**src/rtl/io_ctrl_n.sv**
```systemverilog
// Parametrised I/O port block: synchronised input ports with change-pending
// interrupt logic, a registered read mux and writable output port registers.
module io_ctrl_n #(
    parameter  int WIDTH  = 8,
    parameter  int NPORTS = 4,
    localparam int SELW   = $clog2(NPORTS)
) (
    input  logic                    clk,
    input  logic                    reset,
    input  logic                    we,
    input  logic                    mask_we,
    input  logic                    re,
    input  logic [SELW-1:0]         sel_port,
    input  logic [WIDTH-1:0]        wr_data,
    input  logic [NPORTS*WIDTH-1:0] in_p,
    output logic [NPORTS*WIDTH-1:0] out_p,
    output logic [WIDTH-1:0]        rd_data,
    output logic [NPORTS-1:0]       pending,
    output logic                    port_interrupt
);
    localparam int NSEL = 1 << SELW;

    logic [WIDTH-1:0]  s1_reg  [NPORTS];
    logic [WIDTH-1:0]  s2_reg  [NPORTS];
    logic [WIDTH-1:0]  s3_reg  [NPORTS];
    logic [WIDTH-1:0]  out_reg [NPORTS];
    logic [WIDTH-1:0]  rd_mux  [NSEL];
    logic [WIDTH-1:0]  rd_data_reg;
    logic [NPORTS-1:0] mask_reg;
    logic [NPORTS-1:0] pending_reg;
    logic [NPORTS-1:0] pending_next;
    logic [NPORTS-1:0] chg;
    logic [1:0]        wu_reg;
    logic              wu_done;

    // Warm-up window hides the reset-to-pin-level transition from change detect.
    assign wu_done = (wu_reg == 2'd0);

    always_ff @(posedge clk) begin
        if (reset) begin
            wu_reg <= 2'd3;
        end else if (!wu_done) begin
            wu_reg <= wu_reg - 2'd1;
        end
    end

    genvar gi;
    generate
        for (gi = 0; gi < NPORTS; gi++) begin : g_port
            always_ff @(posedge clk) begin
                if (reset) begin
                    s1_reg[gi]  <= '0;
                    s2_reg[gi]  <= '0;
                    s3_reg[gi]  <= '0;
                    out_reg[gi] <= '0;
                end else begin
                    s1_reg[gi] <= in_p[gi*WIDTH +: WIDTH];
                    s2_reg[gi] <= s1_reg[gi];
                    s3_reg[gi] <= s2_reg[gi];
                    if (we && sel_port == SELW'(gi)) begin
                        out_reg[gi] <= wr_data;
                    end
                end
            end

            assign chg[gi]                    = (s2_reg[gi] != s3_reg[gi]) && wu_done;
            assign out_p[gi*WIDTH +: WIDTH]   = out_reg[gi];
        end

        // Unused select codes read as zero when NPORTS is not a power of two.
        for (gi = 0; gi < NSEL; gi++) begin : g_rd_mux
            if (gi < NPORTS) begin : g_live
                assign rd_mux[gi] = s2_reg[gi];
            end else begin : g_dead
                assign rd_mux[gi] = '0;
            end
        end
    endgenerate

    // A new change wins over an acknowledge on the same edge so no event is lost.
    always_comb begin
        pending_next = pending_reg;
        for (int k = 0; k < NPORTS; k++) begin
            if (chg[k]) begin
                pending_next[k] = 1'b1;
            end else if (re && sel_port == SELW'(k)) begin
                pending_next[k] = 1'b0;
            end
        end
    end

    always_ff @(posedge clk) begin
        if (reset) begin
            pending_reg <= '0;
            mask_reg    <= '0;
            rd_data_reg <= '0;
        end else begin
            pending_reg <= pending_next;
            rd_data_reg <= rd_mux[sel_port];
            if (mask_we) begin
                mask_reg <= wr_data[NPORTS-1:0];
            end
        end
    end

    assign pending        = pending_reg;
    assign rd_data        = rd_data_reg;
    assign port_interrupt = |(pending_reg & mask_reg);

endmodule

```
**config.mk**
```make
export PLATFORM = sky130hd
export DESIGN_NAME = io_ctrl_n
export DESIGN_NICKNAME = d
export VERILOG_FILES = /design/src/rtl/io_ctrl_n.sv
export SDC_FILE = /design/constraint.sdc
export NUM_CORES = 1
export LEC_CHECK = 0
export CORE_ASPECT_RATIO = 0.75
export CORE_MARGIN = 4
export CORE_UTILIZATION = 30
export DETAILED_ROUTE_END_ITERATION = 10
export GPL_TIMING_DRIVEN = 0
export PLACE_DENSITY = 0.62
export SETUP_SLACK_MARGIN = 0.05
export SYNTH_ARGS = -nofsm -noshare
export SYNTH_HDL_FRONTEND = slang
export SYNTH_SLANG_ARGS = --single-unit
```
**constraint.sdc**
```tcl
create_clock -name clk -period 1.7 [get_ports clk]
set_input_delay 0.425 -clock clk [delete_from_list [all_inputs] [get_ports clk]]
set_output_delay 0.425 -clock clk [all_outputs]
set_load 0.01 [all_outputs]
```
==> flow_summary_export.csv, run 1 <==
group,metric,value,unit
place,hpwl,7680,µm
synth,synth_mux_area_frac,0.0480,
final_layout,syn2layout_area_growth,33.1,%
synth,syn_area,0.00503,mm²
sta,worst_slew_pin_slew,0.505,ns
final_layout,multi_input_area,0.00170,mm²
setup_path,end_kind,"register",
floorplanning,die_y,120,µm
place,place_inst,694,
setup_path,startpoint_type,"primary input",
final_layout,fillers,1577,
power,cellPowerDensity,1180,mW/mm²
grt,grt_pass1_wl,16100,µm
final_layout,diodes,0,
clock_network,cts_root_buf,"clkbuf_16",
floorplanning,start_util,0.310,
place,routabilityCongestion,0.801,
floorplanning,die_x,157,µm
synth,ys_types,31,
sta,min_period,1.59,ns
detailed_routing,dr.pass1.iters,4,
final_layout,final_common_cell,"dfxtp_1",
sta,clock_skew,0.00562,ns
synth,synth.top_cell.area_share,0.454,
setup_path,required,1.80,ns
synth,synthCells,396,
detailed_routing,wl_per_cell,14.0,µm
final_layout,drive_gt1_frac,0.112,
floorplanning,core_area,0.0162,mm²
clock_network,clock_latency,0.40,ns
final_layout,seqCellArea,0.00325,mm²
detailed_routing,ant_nets,0,
clock_network,numCtsBuffers,17,
power,power_frac_comb,0.077,
sta,rsz0062_at_grt,"no",
synth,ys_seq_area_frac,0.645,
grt,grt.overflow.total,0,
clock_network,cts.sinks,146,
clock_network,cts_setup_buffers,0,
synth,yosys.area_share.adder,0.00249,
synth,yosysTopAreaCell,"dfxtp_1",
power,seqPwrFrac,0.484,
synth,ys_seq_elements,146,
sta,slew_headroom,0.663,
power,power.total,7.86,mW
power,power.internal,6.11,mW
setup_path,crit_fanout,10,
setup_path,crit_arrival,1.69,ns
synth,yosys_warnings,0,
floorplanning,core.rowCount,40,
clock_network,cts_tree,"built",
sta,setup_viol,0,
setup_path,worstSetupPathType,"in2reg",
final_layout,fin_cells,726,
job,drv_cap,0,
clock_network,htree_levels,4,
floorplanning,pin_count,92,
power,p_leak,2.62,nW
synth,syn_area_per_cell,12.7,µm²
grt,grt_usage,0.111,
final_layout,finalNetCount,551,
sta,post-route-period-util,0.937,
detailed_routing,drc,0,
power,switchingPower,1.75,mW
clock_network,clockBufferDepth,2,
detailed_routing,vias,2999,
grt,grt_max_degree,17,
place,portBuffers,88,
synth,synth_compound_area_frac,0.0132,
detailed_routing,drt_wl_total,10100,µm
synth,yosys-top-cells-area,"dfxtp_1, edfxtp_1, nor2b_1",
synth,synth_top_family_by_area,"simple AND/OR/NAND/NOR gates",
floorplanning,die_area,0.0189,mm²
power,clkPwrFrac,0.439,
grt,grt_pass1_vias,3067,
run_status,status,"finished, final reports clean",
sta,slew_violations,0,
synth,synth_nets,444,
clock_network,clk_pin_slew,0.06,ns
grt,antenna_found_initial,0,
synth,yosys.area_share.simple,0.213,
synth,synth-xor-area-share,0.0575,
power,switching_share,0.223,
worst_hold_path,hp-class,"in2reg",
detailed_routing,first_iter_violations,127,
final_layout,final_cell_mix,"dfxtp_1, nor2b_1, dlygate4sd2_1",
power,ir_drop,695,µV
sta,finalHoldViolations,0,
detailed_routing,avgViaCountPerCell,4.13,
sta,clock.fmax,628,MHz
-- cells by family (layout without fill, tap and decap cells) --
kind of cell / after synthesis / in the layout
AOI/OAI and AO/OA: 10 / 10
xor gates and xnor gates: 33 / 33
adders and majority gates: 1 / 1
buffers and inverters: 20 / 140
DFF: 146 / 146
muxes: 13 / 13
and+or+nand+nor: 173 / 173
-- final timing paths --
| check | to | startpoint | depth (start not counted) | slack [ns] |
|---|---|---|---|---|
| hold reg to reg | s2_reg[0][1] | s1_reg[0][1] | 1 | 0.44 |
| hold / removal | mask_reg[3] | mask_we | 3 | 0.43 |
| setup / recovery | out_reg[3][6] | reset | 4 | 0.11 |
| setup reg to reg | pending[0] | wu_reg[0] | 5 | 0.51 |
-- power groups by stage --
stage / Sequential [mW] / Clock (mW) / Combinational, mW
global placement: 3.88 / 0 / 0.649
CTS: 3.81 / 3.52 / 0.614
floorplan: 3.90 / 0 / 0.285
finish: 3.81 / 3.45 / 0.602
detailed placement: 3.89 / 0 / 0.660
global route: 3.83 / 3.68 / 0.662
-- repair_timing --
| action | 4_1_cts | 5_1_grt |
|---|---|---|
| gates resized for setup | 52 | 9 |
| pin swaps | 0 | 2 |
| setup endpoints to repair | 78 | 38 |
| hold buffers | 0 | 0 |
-- cells in the mapped netlist --
master	instances
a21o_1	3
a22oi_1	2
a31o_2	1
and2_1	32
buf_1	2
buf_2	3
buf_4	1
buf_6	1
buf_8	1
clkbuf_1	10
dfxtp_1	114
edfxtp_1	32
ha_1	1
inv_1	2
mux2i_1	5
mux4_1	3
mux4_2	5
nand2_1	9
nand2b_1	2
nand3_1	1
nand3b_1	4
nand4_1	8
nor2_1	6
nor2b_1	106
nor2b_4	1
nor3_2	1
nor3b_2	2
o21ai_0	4
or2_2	1
xnor2_1	32
xor2_1	1
-- area by class of cell --
class                           count  share of cell area
Inverter                            2             0.00112
Buffer                             18              0.0150
Clock buffer                       20              0.0668
Timing Repair Buffer               88               0.123
Multi-Input combinational cell    230               0.254
Sequential cell                   146               0.485
Tap cell                          210              0.0393
Clock inverter                     12              0.0163
-- layer usage --
| metal | track usage | up-vias | part of all wire |
|---|---|---|---|
| li1 | - | 1504 | - |
| met1 | 0.151 | 1399 | 0.47 |
| met2 | 0.171 | 87 | 0.45 |
| met3 | 0.0285 | 9 | 0.063 |
| met4 | 0.0419 | 0 | 0.011 |
| met5 | 0 | - | 0 |
-- metrics by stage --
step | util | area [µm²] | setup WS [ns] | TNS [ns] | hold WS [ns]
after floorplan | - | 5030 | 0.199 | 0 | 0.414
after global placement | 0.380 | 6170 | -0.663 | -42.72 | 0.426
after detailed placement | 0.380 | 6170 | -0.716 | -46.75 | 0.427
after CTS | 0.412 | 6680 | 0.0533 | 0 | 0.421
after global routing | 0.412 | 6690 | 0.0516 | 0 | 0.441
final | 0.412 | 6690 | 0.107 | 0 | 0.430
-- worst max-delay path, cell delays in order --
cell and delay [ns]:
clkdlybuf4s50_1 0.52, clkbuf_4 0.25, buf_2 0.23, a31o_2 0.26
No activity file was read; power rests on OpenSTA's default activity.
==> run 2, diff against run 1 <==
Settings changed: DONT_BUFFER_PORTS set to 1, GPL_ROUTABILITY_DRIVEN set to 0, PLACE_DENSITY 0.62 to not set.
==> flow_summary_export.csv, run 2 (synthesized netlist as in run 1, its figures left out) <==
group,metric,value,unit
run_status,status,"finished, final reports clean",
grt,grt_pass1_vias,2826,
grt,grt.overflow.total,0,
worst_hold_path,hp-start,"in_p[5]",
clock_network,cts.hold.buffers_added,0,
clock_network,cts_root_buf,"clkbuf_16",
clock_network,numCtsBuffers,17,
floorplanning,pin_count,92,
grt,grt_max_degree,17,
floorplanning,die_area,0.0189,mm²
final_layout,syn2layout_area_growth,17.4,%
power,cellPowerDensity,1360,mW/mm²
worst_hold_path,whs_endpoint,"s1_reg[0][5]",
floorplanning,core.rowCount,40,
sta,clock.fmax,664,MHz
detailed_routing,drc,0,
clock_network,htree_levels,4,
sta,postLayoutSetupSlackWorst,0.194,ns
sta,slew_violations,0,
job,drv_cap,0,
final_layout,drive_gt1_frac,0.103,
sta,rsz0062_at_grt,"no",
clock_network,clock_latency,0.40,ns
detailed_routing,drt_wl_total,10400,µm
detailed_routing,wl_per_cell,16.2,µm
setup_path,worstRegToRegCells,5,
final_layout,finalNetCount,463,
sta,setup_viol,0,
detailed_routing,vias,2737,
setup_path,rrSetupSlack,0.52,ns
final_layout,final_cell_mix,"dfxtp_1, nor2b_1, and2_1, xnor2_1, edfxtp_1",
worst_hold_path,hp-class,"in2reg",
floorplanning,die_y,120,µm
worst_hold_path,min_path_cells,1,
final_layout,fin_cells,640,
grt,antenna_found_initial,1,
detailed_routing,first_iter_violations,105,
clock_network,clk_pin_slew,0.06,ns
floorplanning,core_area,0.0162,mm²
power,power.total,8.03,mW
final_layout,final_common_cell,"dfxtp_1",
setup_path,crit_arrival,1.08,ns
detailed_routing,avgViaCountPerCell,4.28,
detailed_routing,ant_nets,0,
sta,worst_slew_pin_slew,0.629,ns
place,hpwl,7880,µm
clock_network,cts_setup_buffers,0,
floorplanning,die_x,157,µm
place,dp_worst_setup_slack,-0.163,ns
sta,slew_headroom,0.580,
sta,clock_skew,0.00560,ns
setup_path,startpoint_type,"register",
detailed_routing,dr.pass1.iters,4,
sta,min_period,1.51,ns
setup_path,rr_endpoint,"pending[0]",
setup_path,worst_r2r_startpoint,"wu_reg[0]",
setup_path,worstSetupPathType,"reg2out",
place,place_inst,606,
setup_path,end_kind,"primary output",
setup_path,required,1.27,ns
grt,grt_usage,0.114,
clock_network,cts.sinks,146,
power,ir_drop,648,µV
clock_network,clockBufferDepth,2,
setup_path,crit_fanout,3,
floorplanning,start_util,0.310,
grt,grt_pass1_wl,16100,µm
place,portBuffers,0,
clock_network,cts_tree,"built",
power,p_leak,2.20,nW
sta,finalHoldViolations,0,
clock_network,cts_resized,0,
sta,post-route-period-util,0.886,
## run 2: cell count changes in the layout (fill, tap and decap cells not counted), sizes merged
cell           previous run  this run
bufinv                    1         3
clkbuf                   31        34
clkdlybuf4s50            43         0
clkinv                    4         3
clkinvlp                  5         1
diode                     0         2
dlygate4sd2              44         0
inv                       4         3
## run 2: worst max path at each step
stage	startpoint	to	slack, ns
after floorplan	sel_port[1]	out_reg[2][0]	0.20
after global placement	reset	out_reg[2][7]	-0.12
after detailed placement	reset	out_reg[0][5]	-0.16
after CTS	pending[3]	port_interrupt	0.15
after global routing	pending[0]	port_interrupt	0.12
final	pending[3]	port_interrupt	0.19
## run 2: metal layers
layer	global-route usage	share of wire	vias up	routed length, µm
li1	-	-	1335	-
met1	0.156	0.49	1302	5080
met2	0.167	0.43	89	4440
met3	0.0443	0.071	11	735
met4	0.0322	0.011	0	110
met5	0	0	-	0
## run 2: power breakdown
part	internal, mW	switching, mW	leakage, nW
logic	0.176	0.188	0.656
clock network	2.44	1.37	0.294
registers	3.73	0.132	1.25
total	6.35	1.69	2.20
## run 2: critical path: stages (launching register included)
cell and delay, ns:
dfxtp_1 0.43, a22oi_1 0.12, nand2_1 0.13
## run 2: cell type report
type | instances | area, µm²
Clock inverter | 8 | 125
Buffer | 18 | 93.8
Clock buffer | 24 | 483
Tap cell | 210 | 263
Antenna cell | 2 | 5.00
Fill cell | 1614 | 10300
Inverter | 2 | 7.51
Sequential cell | 146 | 3240
Multi-Input combinational cell | 230 | 1680
## run 2: per-stage QoR
stage          instance area, µm²  hold slack, ns  TNS, ns   util
2_1_floorplan                5030           0.414        0      -
3_3_place_gp                 5290           0.428    -2.74  0.326
3_5_place_dp                 5290           0.426    -4.17  0.326
4_1_cts                      5900           0.130        0  0.364
5_1_grt                      5900           0.134        0  0.364
6_report                     5900           0.145        0  0.364
==> run 3, diff against run 2 <==
Settings changed: CTS_CLUSTER_DIAMETER set to 200, SETUP_SLACK_MARGIN 0.05 to not set.
==> results of run 3 <==
Final layout, timing and power as in run 2 (identical DEF).
